$ cat src/rtl/alu_pkg.sv
// Shared opcodes, FSM encoding and default width for the execute-stage ALU.
// Optional single-cycle shifter is enabled by defining ALU_FAST_SHIFT_EN.
package alu_pkg;

    localparam int XLEN_DEFAULT = 32;

    localparam logic [3:0] ALU_ADD  = 4'b0000;
    localparam logic [3:0] ALU_SUB  = 4'b0001;
    localparam logic [3:0] ALU_XOR  = 4'b0010;
    localparam logic [3:0] ALU_OR   = 4'b0011;
    localparam logic [3:0] ALU_AND  = 4'b0100;
    localparam logic [3:0] ALU_SLL  = 4'b0101;
    localparam logic [3:0] ALU_SRL  = 4'b0110;
    localparam logic [3:0] ALU_SRA  = 4'b0111;
    localparam logic [3:0] ALU_SLT  = 4'b1000;
    localparam logic [3:0] ALU_SLTU = 4'b1001;

    typedef enum logic [1:0] {
        ST_IDLE  = 2'b00,
        ST_SHIFT = 2'b01,
        ST_HOLD  = 2'b10
    } alu_state_e;

    function automatic logic is_shift_op(input logic [3:0] sel);
        return (sel == ALU_SLL) || (sel == ALU_SRL) || (sel == ALU_SRA);
    endfunction

endpackage

$ cat src/rtl/alu_shift_iter.sv
// One-bit-per-cycle shifter: loads operand and count on start, shifts until the
// count runs out. done is high in the cycle whose edge produces the final value.
module alu_shift_iter
    import alu_pkg::*;
#(
    parameter int W  = XLEN_DEFAULT,
    parameter int SW = $clog2(W)
) (
    input  logic          clk,
    input  logic          rst,
    input  logic          flush,
    input  logic          start,
    input  logic          dir_right,
    input  logic          arith,
    input  logic [W-1:0]  a_in,
    input  logic [SW-1:0] shamt,
    output logic          done,
    output logic [W-1:0]  acc_next
);

    logic [W-1:0]  acc_q, acc_d;
    logic [SW-1:0] cnt_q, cnt_d;
    logic          dir_q, dir_d;
    logic          arith_q, arith_d;

    // acc_next is the value acc takes at the coming edge while iterating.
    always_comb begin
        if (dir_q) begin
            acc_next = {arith_q & acc_q[W-1], acc_q[W-1:1]};
        end else begin
            acc_next = {acc_q[W-2:0], 1'b0};
        end
    end

    assign done = (cnt_q == SW'(1));

    always_comb begin
        acc_d   = acc_q;
        cnt_d   = cnt_q;
        dir_d   = dir_q;
        arith_d = arith_q;
        if (flush) begin
            cnt_d = '0;
        end else if (start) begin
            acc_d   = a_in;
            cnt_d   = shamt;
            dir_d   = dir_right;
            arith_d = arith;
        end else if (cnt_q != '0) begin
            acc_d = acc_next;
            cnt_d = cnt_q - SW'(1);
        end
    end

    always_ff @(posedge clk or posedge rst) begin
        if (rst) begin
            acc_q   <= '0;
            cnt_q   <= '0;
            dir_q   <= 1'b0;
            arith_q <= 1'b0;
        end else begin
            acc_q   <= acc_d;
            cnt_q   <= cnt_d;
            dir_q   <= dir_d;
            arith_q <= arith_d;
        end
    end

endmodule

$ cat src/rtl/alu_exec_unit.sv
// Execute-stage ALU with valid/ready on both sides and a registered result.
// Define ALU_FAST_SHIFT_EN for a single-cycle barrel shifter; default shifts 1 bit/cycle.
module alu_exec_unit
    import alu_pkg::*;
#(
    parameter int XLEN = XLEN_DEFAULT
) (
    input  logic            clk,
    input  logic            rst,
    input  logic            flush,
    input  logic            in_valid,
    output logic            in_ready,
    input  logic [3:0]      alu_sel,
    input  logic [XLEN-1:0] op_a,
    input  logic [XLEN-1:0] op_b,
    output logic            out_valid,
    input  logic            out_ready,
    output logic [XLEN-1:0] result,
    output logic            zero,
    output logic            busy,
    output logic [1:0]      state_dbg
);

    localparam int SHW = $clog2(XLEN);

    alu_state_e      state_q, state_d;
    logic [XLEN-1:0] result_q, result_d;
    logic [XLEN-1:0] op_result;
    logic [SHW-1:0]  shamt;
    logic            accept;
    logic            launch_shift;
    logic            shift_start;
    logic            shift_done;
    logic [XLEN-1:0] shift_next;

    assign shamt = op_b[SHW-1:0];

    // Handshake: a transfer happens on an edge where valid & ready are both high.
    // in_ready may depend combinationally on out_ready (back-to-back from HOLD).
    // out_valid stays high with a stable result until the consumer's out_ready.
    assign in_ready = ~flush & ((state_q == ST_IDLE) | ((state_q == ST_HOLD) & out_ready));
    assign accept   = in_valid & in_ready;

`ifdef ALU_FAST_SHIFT_EN
    assign launch_shift = 1'b0;
    assign shift_done   = 1'b0;
    assign shift_next   = '0;
`else
    assign launch_shift = is_shift_op(alu_sel) && (shamt != '0);

    alu_shift_iter #(
        .W  (XLEN),
        .SW (SHW)
    ) u_shift (
        .clk       (clk),
        .rst       (rst),
        .flush     (flush),
        .start     (shift_start),
        .dir_right (alu_sel != ALU_SLL),
        .arith     (alu_sel == ALU_SRA),
        .a_in      (op_a),
        .shamt     (shamt),
        .done      (shift_done),
        .acc_next  (shift_next)
    );
`endif

    always_comb begin
        op_result = '0;
        case (alu_sel)
            ALU_ADD:  op_result = op_a + op_b;
            ALU_SUB:  op_result = op_a - op_b;
            ALU_XOR:  op_result = op_a ^ op_b;
            ALU_OR:   op_result = op_a | op_b;
            ALU_AND:  op_result = op_a & op_b;
`ifdef ALU_FAST_SHIFT_EN
            ALU_SLL:  op_result = op_a << shamt;
            ALU_SRL:  op_result = op_a >> shamt;
            ALU_SRA:  op_result = $unsigned($signed(op_a) >>> shamt);
`else
            // Only reached with shamt == 0; non-zero shifts go through the iterator.
            ALU_SLL,
            ALU_SRL,
            ALU_SRA:  op_result = op_a;
`endif
            ALU_SLT:  op_result = {{(XLEN-1){1'b0}}, $signed(op_a) < $signed(op_b)};
            ALU_SLTU: op_result = {{(XLEN-1){1'b0}}, op_a < op_b};
            default:  op_result = '0;
        endcase
    end

    always_comb begin
        state_d     = state_q;
        result_d    = result_q;
        shift_start = 1'b0;
        case (state_q)
            ST_IDLE: begin
                if (accept) begin
                    if (launch_shift) begin
                        state_d     = ST_SHIFT;
                        shift_start = 1'b1;
                    end else begin
                        state_d  = ST_HOLD;
                        result_d = op_result;
                    end
                end
            end
            ST_SHIFT: begin
                if (shift_done) begin
                    state_d  = ST_HOLD;
                    result_d = shift_next;
                end
            end
            ST_HOLD: begin
                if (accept) begin
                    if (launch_shift) begin
                        state_d     = ST_SHIFT;
                        shift_start = 1'b1;
                    end else begin
                        result_d = op_result;
                    end
                end else if (out_ready) begin
                    state_d = ST_IDLE;
                end
            end
            default: state_d = ST_IDLE;
        endcase
        // Kill wins over everything; the last result stays visible on the bus.
        if (flush) begin
            state_d     = ST_IDLE;
            result_d    = result_q;
            shift_start = 1'b0;
        end
    end

    always_ff @(posedge clk or posedge rst) begin
        if (rst) begin
            state_q  <= ST_IDLE;
            result_q <= '0;
        end else begin
            state_q  <= state_d;
            result_q <= result_d;
        end
    end

    assign out_valid = (state_q == ST_HOLD);
    assign busy      = (state_q != ST_IDLE);
    assign result    = result_q;
    assign zero      = (result_q == '0);
    assign state_dbg = state_q;

endmodule

$ cat config.mk
export PLATFORM = sky130hd
export DESIGN_NAME = alu_exec_unit
export DESIGN_NICKNAME = d
export VERILOG_FILES = /design/src/rtl/alu_pkg.sv /design/src/rtl/alu_shift_iter.sv /design/src/rtl/alu_exec_unit.sv
export SDC_FILE = /design/constraint.sdc
export NUM_CORES = 1
export LEC_CHECK = 0
export CAP_MARGIN = 5
export CORE_UTILIZATION = 34
export CTS_CLUSTER_SIZE = 10
export DETAILED_ROUTE_END_ITERATION = 16
export GPL_ROUTABILITY_DRIVEN = 1
export PLACE_DENSITY = 0.64
export SKIP_CTS_REPAIR_TIMING = 1
export SLEW_MARGIN = 20
export SYNTH_ARGS = -nofsm -noshare
export SYNTH_HDL_FRONTEND = slang
export SYNTH_HIERARCHICAL = 1
export SYNTH_SLANG_ARGS = --single-unit
$ cat constraint.sdc
create_clock -name clk -period 2.75 [get_ports clk]
set_input_delay 0.55 -clock clk [delete_from_list [all_inputs] [get_ports clk]]
set_output_delay 0.55 -clock clk [all_outputs]
set_load 0.005 [all_outputs]
==> implementation parameters <==
Parameter                              Value

Cells and area
  Syn-to-layout area delta    57.7%
  Total inserted antenna cells    0
  Final layout net count    1885
  Share of cells above drive strength 1    between 30% and 40%
  Filler cells    2624

Floorplanning
  Placement row count    61
  Horizontal die dimension    172 µm
  Number of top-level design ports    approximately 110
  Die extent in y    roughly 170 µm
  Effective utilization at floorplan    34.9%
  Floorplan Core Area    approximately 28000 µm²
  Floorplan die area    29500 µm²

Worst setup path
  Setup crit end kind    register
  Required time at the worst-slack endpoint    just over 3 ns
  Worst-path fanout max    5
  Data arrival time of the critical path    3.41 ns
  Slowest cell delay on critical path    0.57 ns
  Master of the slowest instance on the critical path    or4_4
  Buffers & Inverters on Critical Path    3
  Crit-path leading delay family    compound AO/OA/AOI/OAI gates
  Crit start category    input port
  Type of the worst setup path    input port to register
  Crit path cell chain    buf_8, inv_4, ha_4, nor3_4, o31ai_4, a211oi_4, buf_4, or4_4, a311oi_4, o21ai_4, a311oi_2, mux2i_1, a21o_1

Synth
  Synthesis-stage register bit count    73
  Library cells used by synthesis    89
  Fraction of registers with async set/reset    100%
  Net count after synthesis    roughly 1500
  Mean instance size in the synthesized netlist    7.75 µm²
  Sequential share of the synthesized area    18.7%
  Main combinational cell family by area after synthesis    compound AO/OA/AOI/OAI gates
  Post-synthesis compound-gate area fraction    between 20 and 30%
  Post-synth EDFFs    0
  Main synth FF type    dfrtp_1
  Adder and majority gate portion of the synthesized area    15.1%
  Count of mapped cells out of synthesis    1263
  Area share of and/or/nand/nor cells after synthesis    17.3%
  Share of synthesized area spent on multiplexers    11.1%
  Cell area after synthesis    9790 µm²
  Synthesis Warnings    6
  Xor and xnor fraction of the mapped netlist area    less than 1%

Timing
  Worst Hold Slack    0.506 ns
  Setup-failing EPs final    18
  Setup ws final    -0.372 ns
  Highest Clock Rate    320 MHz
  Setup repair after global routing missed its margin    true
  Relative slew margins    56.0%
  Slew Limit Fails    0
  Pin slew with the least headroom to its limit    ~0.65 ns
  Minimum clock period after layout    3.12 ns
  Fin Clk Skew    around 0.0063 ns
  Portion of the clock cycle consumed by the worst path in the final layout    114%
  Hold violation count in the final report    0

Detailed routing
  Detail-routed via count per cell    5.58
  Wire length reported by the detailed router    42000 µm
  # DRC    0
  First-pass iteration count of the detailed router    5
  Post-route antenna net violation count    0
  Wire per inst    20.2 µm
  Via Count    11600
  Number of DRC violations after detailed-routing iteration 0    1231

Clock network
  Register clock-pin slew on the reported worst setup and hold paths    0.06 ns
  Clk Latency, worst-skew pair    0.35 ns
  Number of clock buffers inserted by TritonCTS    9
  Maximum clock insertion buffer count    2
  Num Clock Sinks    73
  Library cell used as clock root buffer    clkbuf_16
  TritonCTS clock tree    done
  H-tree level count    3

Power
  Peak VDD IR    330 µV
  Pleak    7.42 nW
  P per Cell Area    488 nW/µm²

GRT
  Pin count of the biggest net entering global routing    40
  Via count of the first global-routing pass    11200
  Overflow left after global routing    0
  Antenna violations before repair    0
  Total routing resource utilization after global routing    around 28%
  Global-route wire length before repair    62600 µm

Run status
  Run status    finished, violations left
  Violated checks    setup timing

Flow run
  Total of max-cap violations    0

Min path
  Min-delay worst type    register to register

Place
  Sum of net half-perimeters after detailed placement    32900 µm
  Final RePlAce weighted congestion    about 0.95
  Port bufs    110
  Setup slack after placement    -0.972 ns
==> synthesized netlist by cell type, drive strengths merged (4+ instances only) <==
cell type | instances | area [µm²]
clkbuf | 50 | 188
xnor2 | 5 | 43.8
a211oi | 13 | 108
nor2b | 13 | 81.3
o21bai | 14 | 105
mux2 | 36 | 405
nor2 | 96 | 363
nor3 | 32 | 165
dfrtp | 73 | 1830
o2111ai | 5 | 43.8
nor3b | 4 | 35.0
nor4 | 24 | 156
a21o | 18 | 135
nand2 | 83 | 312
o21ai | 78 | 398
and3 | 13 | 81.3
or3 | 5 | 31.3
nand3 | 30 | 150
and2 | 5 | 32.5
a21oi | 114 | 582
inv | 131 | 497
o31ai | 15 | 126
buf | 30 | 185
nand2b | 5 | 31.3
o211ai | 10 | 75.1
o31a | 6 | 52.6
a221oi | 26 | 234
mux2i | 68 | 681
nand4 | 10 | 62.6
o211a | 6 | 60.1
o22ai | 9 | 56.3
a31oi | 27 | 175
or4 | 6 | 48.8
o21a | 5 | 37.5
a22oi | 15 | 113
a221o | 8 | 80.1
a31o | 4 | 35.0
a311oi | 5 | 67.6
ha | 115 | 1440
or2 | 6 | 37.5
==> layout by cell type (no fill, tap or decap), types with 22 or more instances in the layout <==
| cell type | count |
|---|---|
| o21ai_0 | 59 |
| nor2_1 | 89 |
| inv_2 | 22 |
| nand2_1 | 81 |
| a21oi_1 | 94 |
| clkdlybuf4s50_1 | 71 |
| nand3_1 | 27 |
| buf_4 | 374 |
| inv_1 | 97 |
| ha_1 | 86 |
| mux2i_1 | 68 |
| nor3_1 | 22 |
| dfrtp_1 | 73 |
| mux2_2 | 36 |
| ha_4 | 24 |
| a31oi_1 | 23 |
| dlymetal6s2s_1 | 27 |
==> where the power goes <==
part | switching [mW] | total (mW) | internal (mW) | leakage [nW]
Sequential | 0.456 | 1.95 | 1.49 | 0.904
Combinational | 2.04 | 4.19 | 2.15 | 6.34
Clock | 0.490 | 1.41 | 0.916 | 0.167
==> cell type report <==
cell class | instances | area (µm²) | area share, %
timing repair buffer | 501 | 4210 | 27.3
sequential | 73 | 1830 | 11.8
tap | 378 | 473 | 3.06
inverter | 132 | 542 | 3.51
clock inverter | 4 | 98.8 | 0.640
multi-input combinational | 978 | 8040 | 52.1
clock buffer | 12 | 246 | 1.60
==> state kept, by name, summed over array words and instances (netlist names) <==
register / cells
u_shift/cnt_q: 5
u_shift/acc_q: 32
state_dbg: 2
result: 32
u_shift/dir_q: 1
u_shift/arith_q: 1
==> worst paths after layout <==
path | startpoint | to | slack [ns] | cells after the start
worst max-delay path | op_a[2] | result[29]$_DFFE_PP0P_ | -0.37 | 13
worst min-delay path | result[4]$_DFFE_PP0P_ | result[4]$_DFFE_PP0P_ | 0.51 | 2
worst max register to register | u_shift/cnt_q[1]$_DFFE_PP0P_ | result[29]$_DFFE_PP0P_ | 0.26 | 12
worst min register to register | result[4]$_DFFE_PP0P_ | result[4]$_DFFE_PP0P_ | 0.51 | 2
max in group asynchronous | rst | result[17]$_DFFE_PP0P_ | 1.66 | 3
min in group asynchronous | rst | result[3]$_DFFE_PP0P_ | 0.70 | 3
==> cells by family (layout without fill, tap and decap cells) <==
logic type / after synthesis / after routing
AOI/OAI and AO/OA: 407 / 407
and+or+nand+nor: 343 / 343
buffers and inverters: 212 / 649
adders and majority gates: 117 / 117
muxes: 104 / 104
DFF: 73 / 73
xor gates and xnor gates: 7 / 7
==> per-layer routing <==
layer	part of all wire, %	GRT usage, %	up-vias
li1	-	-	5470
met1	44	38.2	5566
met2	45	44.4	513
met3	9.0	4.76	52
met4	1.8	7.41	0
met5	0	0	-
==> metrics by stage <==
step | util [%] | total power, mW | std cells | setup TNS, ns | instance area (µm²)
floorplan | - | 4.00 | 1263 | -0.00653 | 9990
global placement | 49.8 | 5.64 | 2039 | -35.66 | 14000
detailed placement | 49.8 | 5.73 | 2039 | -38.31 | 14000
CTS | 51.0 | 7.16 | 2055 | -15.80 | 14300
global route | 55.0 | 7.95 | 2078 | -5.21 | 15400
finish | 55.0 | 7.54 | 2078 | -3.33 | 15400
==> worst min-delay path: stages, from the launching register on <==
cell     delay, ns
dfrtp_1       0.35
nand2_1       0.06
nand2_1       0.06
No activity file was read; power rests on OpenSTA's default activity.
==> edit, RTL diff (same settings) <==
Set the package constant `XLEN_DEFAULT` to 64 (it was 32).
--- a/src/rtl/alu_pkg.sv
+++ b/src/rtl/alu_pkg.sv
@@ -3,5 +3,5 @@
 package alu_pkg;
 
-    localparam int XLEN_DEFAULT = 32;
+    localparam int XLEN_DEFAULT = 64;
 
     localparam logic [3:0] ALU_ADD  = 4'b0000;
Interface: changed (resized op_a, op_b and result); port bits go from 111 to 207. The function was not compared with the original's and may differ.
==> edit against the unedited design <==
  * The run still ends with negative setup slack left
  * Routed wire length is 130% higher
  * Worst setup slack worse by 0.15 ns
  * Register-to-register slack got worse by 0.12 ns
  * Synthesized area increased by 97%
  * Utilization rose by 2.9 points
  * Power is 100% higher
  * Sequential cell count is 65 higher
  * Sequential power grew 88%
  * Hold slack got worse by 0.086 ns
  * Global-route usage rose by 3.9 points
  * Design area grew 110%
  * Combinational power increased by 120%
  * Largest cell class unchanged
  * Largest power group unchanged
==> edit: results (changes against the unedited design) <==
** Timing
- The final number of setup-violating endpoints came to 50 (was 18).
- Setup slack of the critical path after layout :: -0.519 ns (was -0.372 ns)
- The slew at the pin with the worst max-slew slack came to 0.799 ns (was 0.654 ns).
- Worst setup skew after layout :: 0.0156 ns (was 0.00633 ns)

** Route
- The count of routing violations after the opening detailed-route iteration was 2397 (was 1231).
- The count of vias placed by the detailed router came to 24412 (was 11601).
- Detailed-router iteration count before antenna repair :: 7 (was 5)
- The detailed-route wire length per cell came to 22.4 µm (was 20.2 µm).

** Status
- Result of the run: finished with violations (unchanged).
- Violated checks: negative setup slack (unchanged).

** Clock tree
- Clock insertion delay at the later pin of the skew report :: 0.46 ns (was 0.35 ns)
- CTS root buf :: clkbuf_16 (unchanged)
- Number of levels the H-tree was split into :: 4 (was 3)
- The TritonCTS buffer count came to 17 (was 9).

** Place
- The estimated wirelength of the detail-placed design was 76.4 mm (was 32.9 mm).
- The number of port buffers is 206 (was 110).
- Place WS :: -1.60 ns (was -0.972 ns)
- The placer's final routability congestion estimate came to 1.00 (was 0.954).

** Global routing
- Largest net degree at the start of global routing :: 74 (was 40)
- GRT Resource Usage Total :: 0.316 (was 0.278)
- Vias in the first global route :: 23324 (was 11176)
- Global-route wire length before repair :: 140 mm (was 62.6 mm)

** Yosys
- Synth Net Count :: 2907 (was 1453)
- Biggest area contributors in the synthesized netlist: dfrtp_1, ha_1, a21oi_1 (was dfrtp_1, ha_1, mux2i_1).
- The number of distinct library cell variants in the gate-level netlist after synthesis came to 103 (was 89).
- The proportion of synthesized chip area in sequential cells is 0.179 (was 0.187).
- Commonest cells in the synthesized netlist: a21oi_1, inv_1, nor2_1, ha_1, nand2_1 (was inv_1, ha_1, a21oi_1, nor2_1, nand2_1).

** Layout
- Final-layout fill cell count :: 5013 (was 2624)
- Proportion of layout cells with a drive suffix above 1 :: 0.443 (was 0.381)
- The total number of nets in the final design was 3895 (was 1885).

** Pwr
- The post-route total power came to 0.0154 W (was 0.00754 W).
- Leakage component of the power :: 15.5 nW (was 7.42 nW)
- The maximum vdd ir drop came to 0.000443 V (was 0.000330 V).

** Worst setup path
- Crit Path Max Fanout :: 6 (was 5)
- The library cell contributing the largest single delay on the critical path is a2111oi_4 (was or4_4).
- The arrival time at the worst endpoint was 3.61 ns (was 3.41 ns).
- Worst path max stage delay :: 0.52 ns (was 0.57 ns)
- Slack of the worst reg-to-reg path :: 0.14 ns (was 0.26 ns)

** Worst hold path
- The class of the tightest hold or removal check is in -> async (was reg -> reg).
[edit: kinds of logic after synthesis]
kind of cell	Yosys count	synth area share
compound gates	846	0.293
xor+xnor	44	0.0199
fa+ha+maj	227	0.148
buf+inv	427	0.0904
flops	138	0.179
mux	196	0.107
simple gates	665	0.163
[edit: worst paths after layout]
kind | depth (start not counted) | from | to
worst max-delay path | 17 | op_b[3] | result[41]
worst min-delay path | 2 | rst | u_shift/acc_q[61]
worst max register to register | 13 | u_shift/cnt_q[1] | result[62]
worst min register to register | 1 | u_shift/acc_q[0] | u_shift/acc_q[0]
max in group asynchronous | 3 | rst | result[44]
min in group clk | 3 | op_a[6] | u_shift/acc_q[6]
[edit: report_power, final]
part           leakage, nW  internal, W  switching, W  total [W]
sequential            1.69      0.00283      0.000827    0.00366
combinational         13.5      0.00466       0.00473    0.00939
clock                0.273      0.00129       0.00110    0.00239
total                 15.5      0.00878       0.00665     0.0154
[edit: layout make-up]
type,count,area (µm²),area share
Antenna cell,1,2.50,0.0000769
Clock buffer,19,443,0.0136
Clock inverter,13,134,0.00411
Inverter,271,1090,0.0334
Multi-Input combinational cell,1978,16900,0.520
Sequential cell,138,3460,0.106
Tap cell,756,946,0.0291
Timing Repair Buffer,1125,9570,0.294
[edit: stage by stage]
stage          setup TNS [ns]  cells  cell area (µm²)  hold slack, ns
5_1_grt                -21.88   4300            32500           0.434
2_1_floorplan           -8.33   2543            20000           0.454
4_1_cts                -46.46   4221            29400           0.411
3_5_place_dp          -104.17   4189            28800           0.482
6_report               -17.04   4301            32600           0.420
3_3_place_gp          -101.00   4189            28800           0.475
[edit: critical path: cells and delay by family]
kind	cells	cell delay, ns
buf+inv	4	0.35
xor+xnor	1	0.14
simple gates	3	0.31
compound gates	8	1.93
fa+ha+maj	1	0.30
[edit: layer usage]
layer,vias to the layer above,track usage,share of wire
li1,11200,-,-
met1,11950,0.448,0.44
met2,1084,0.505,0.45
met3,178,0.0318,0.075
met4,0,0.0874,0.028
met5,-,0,0
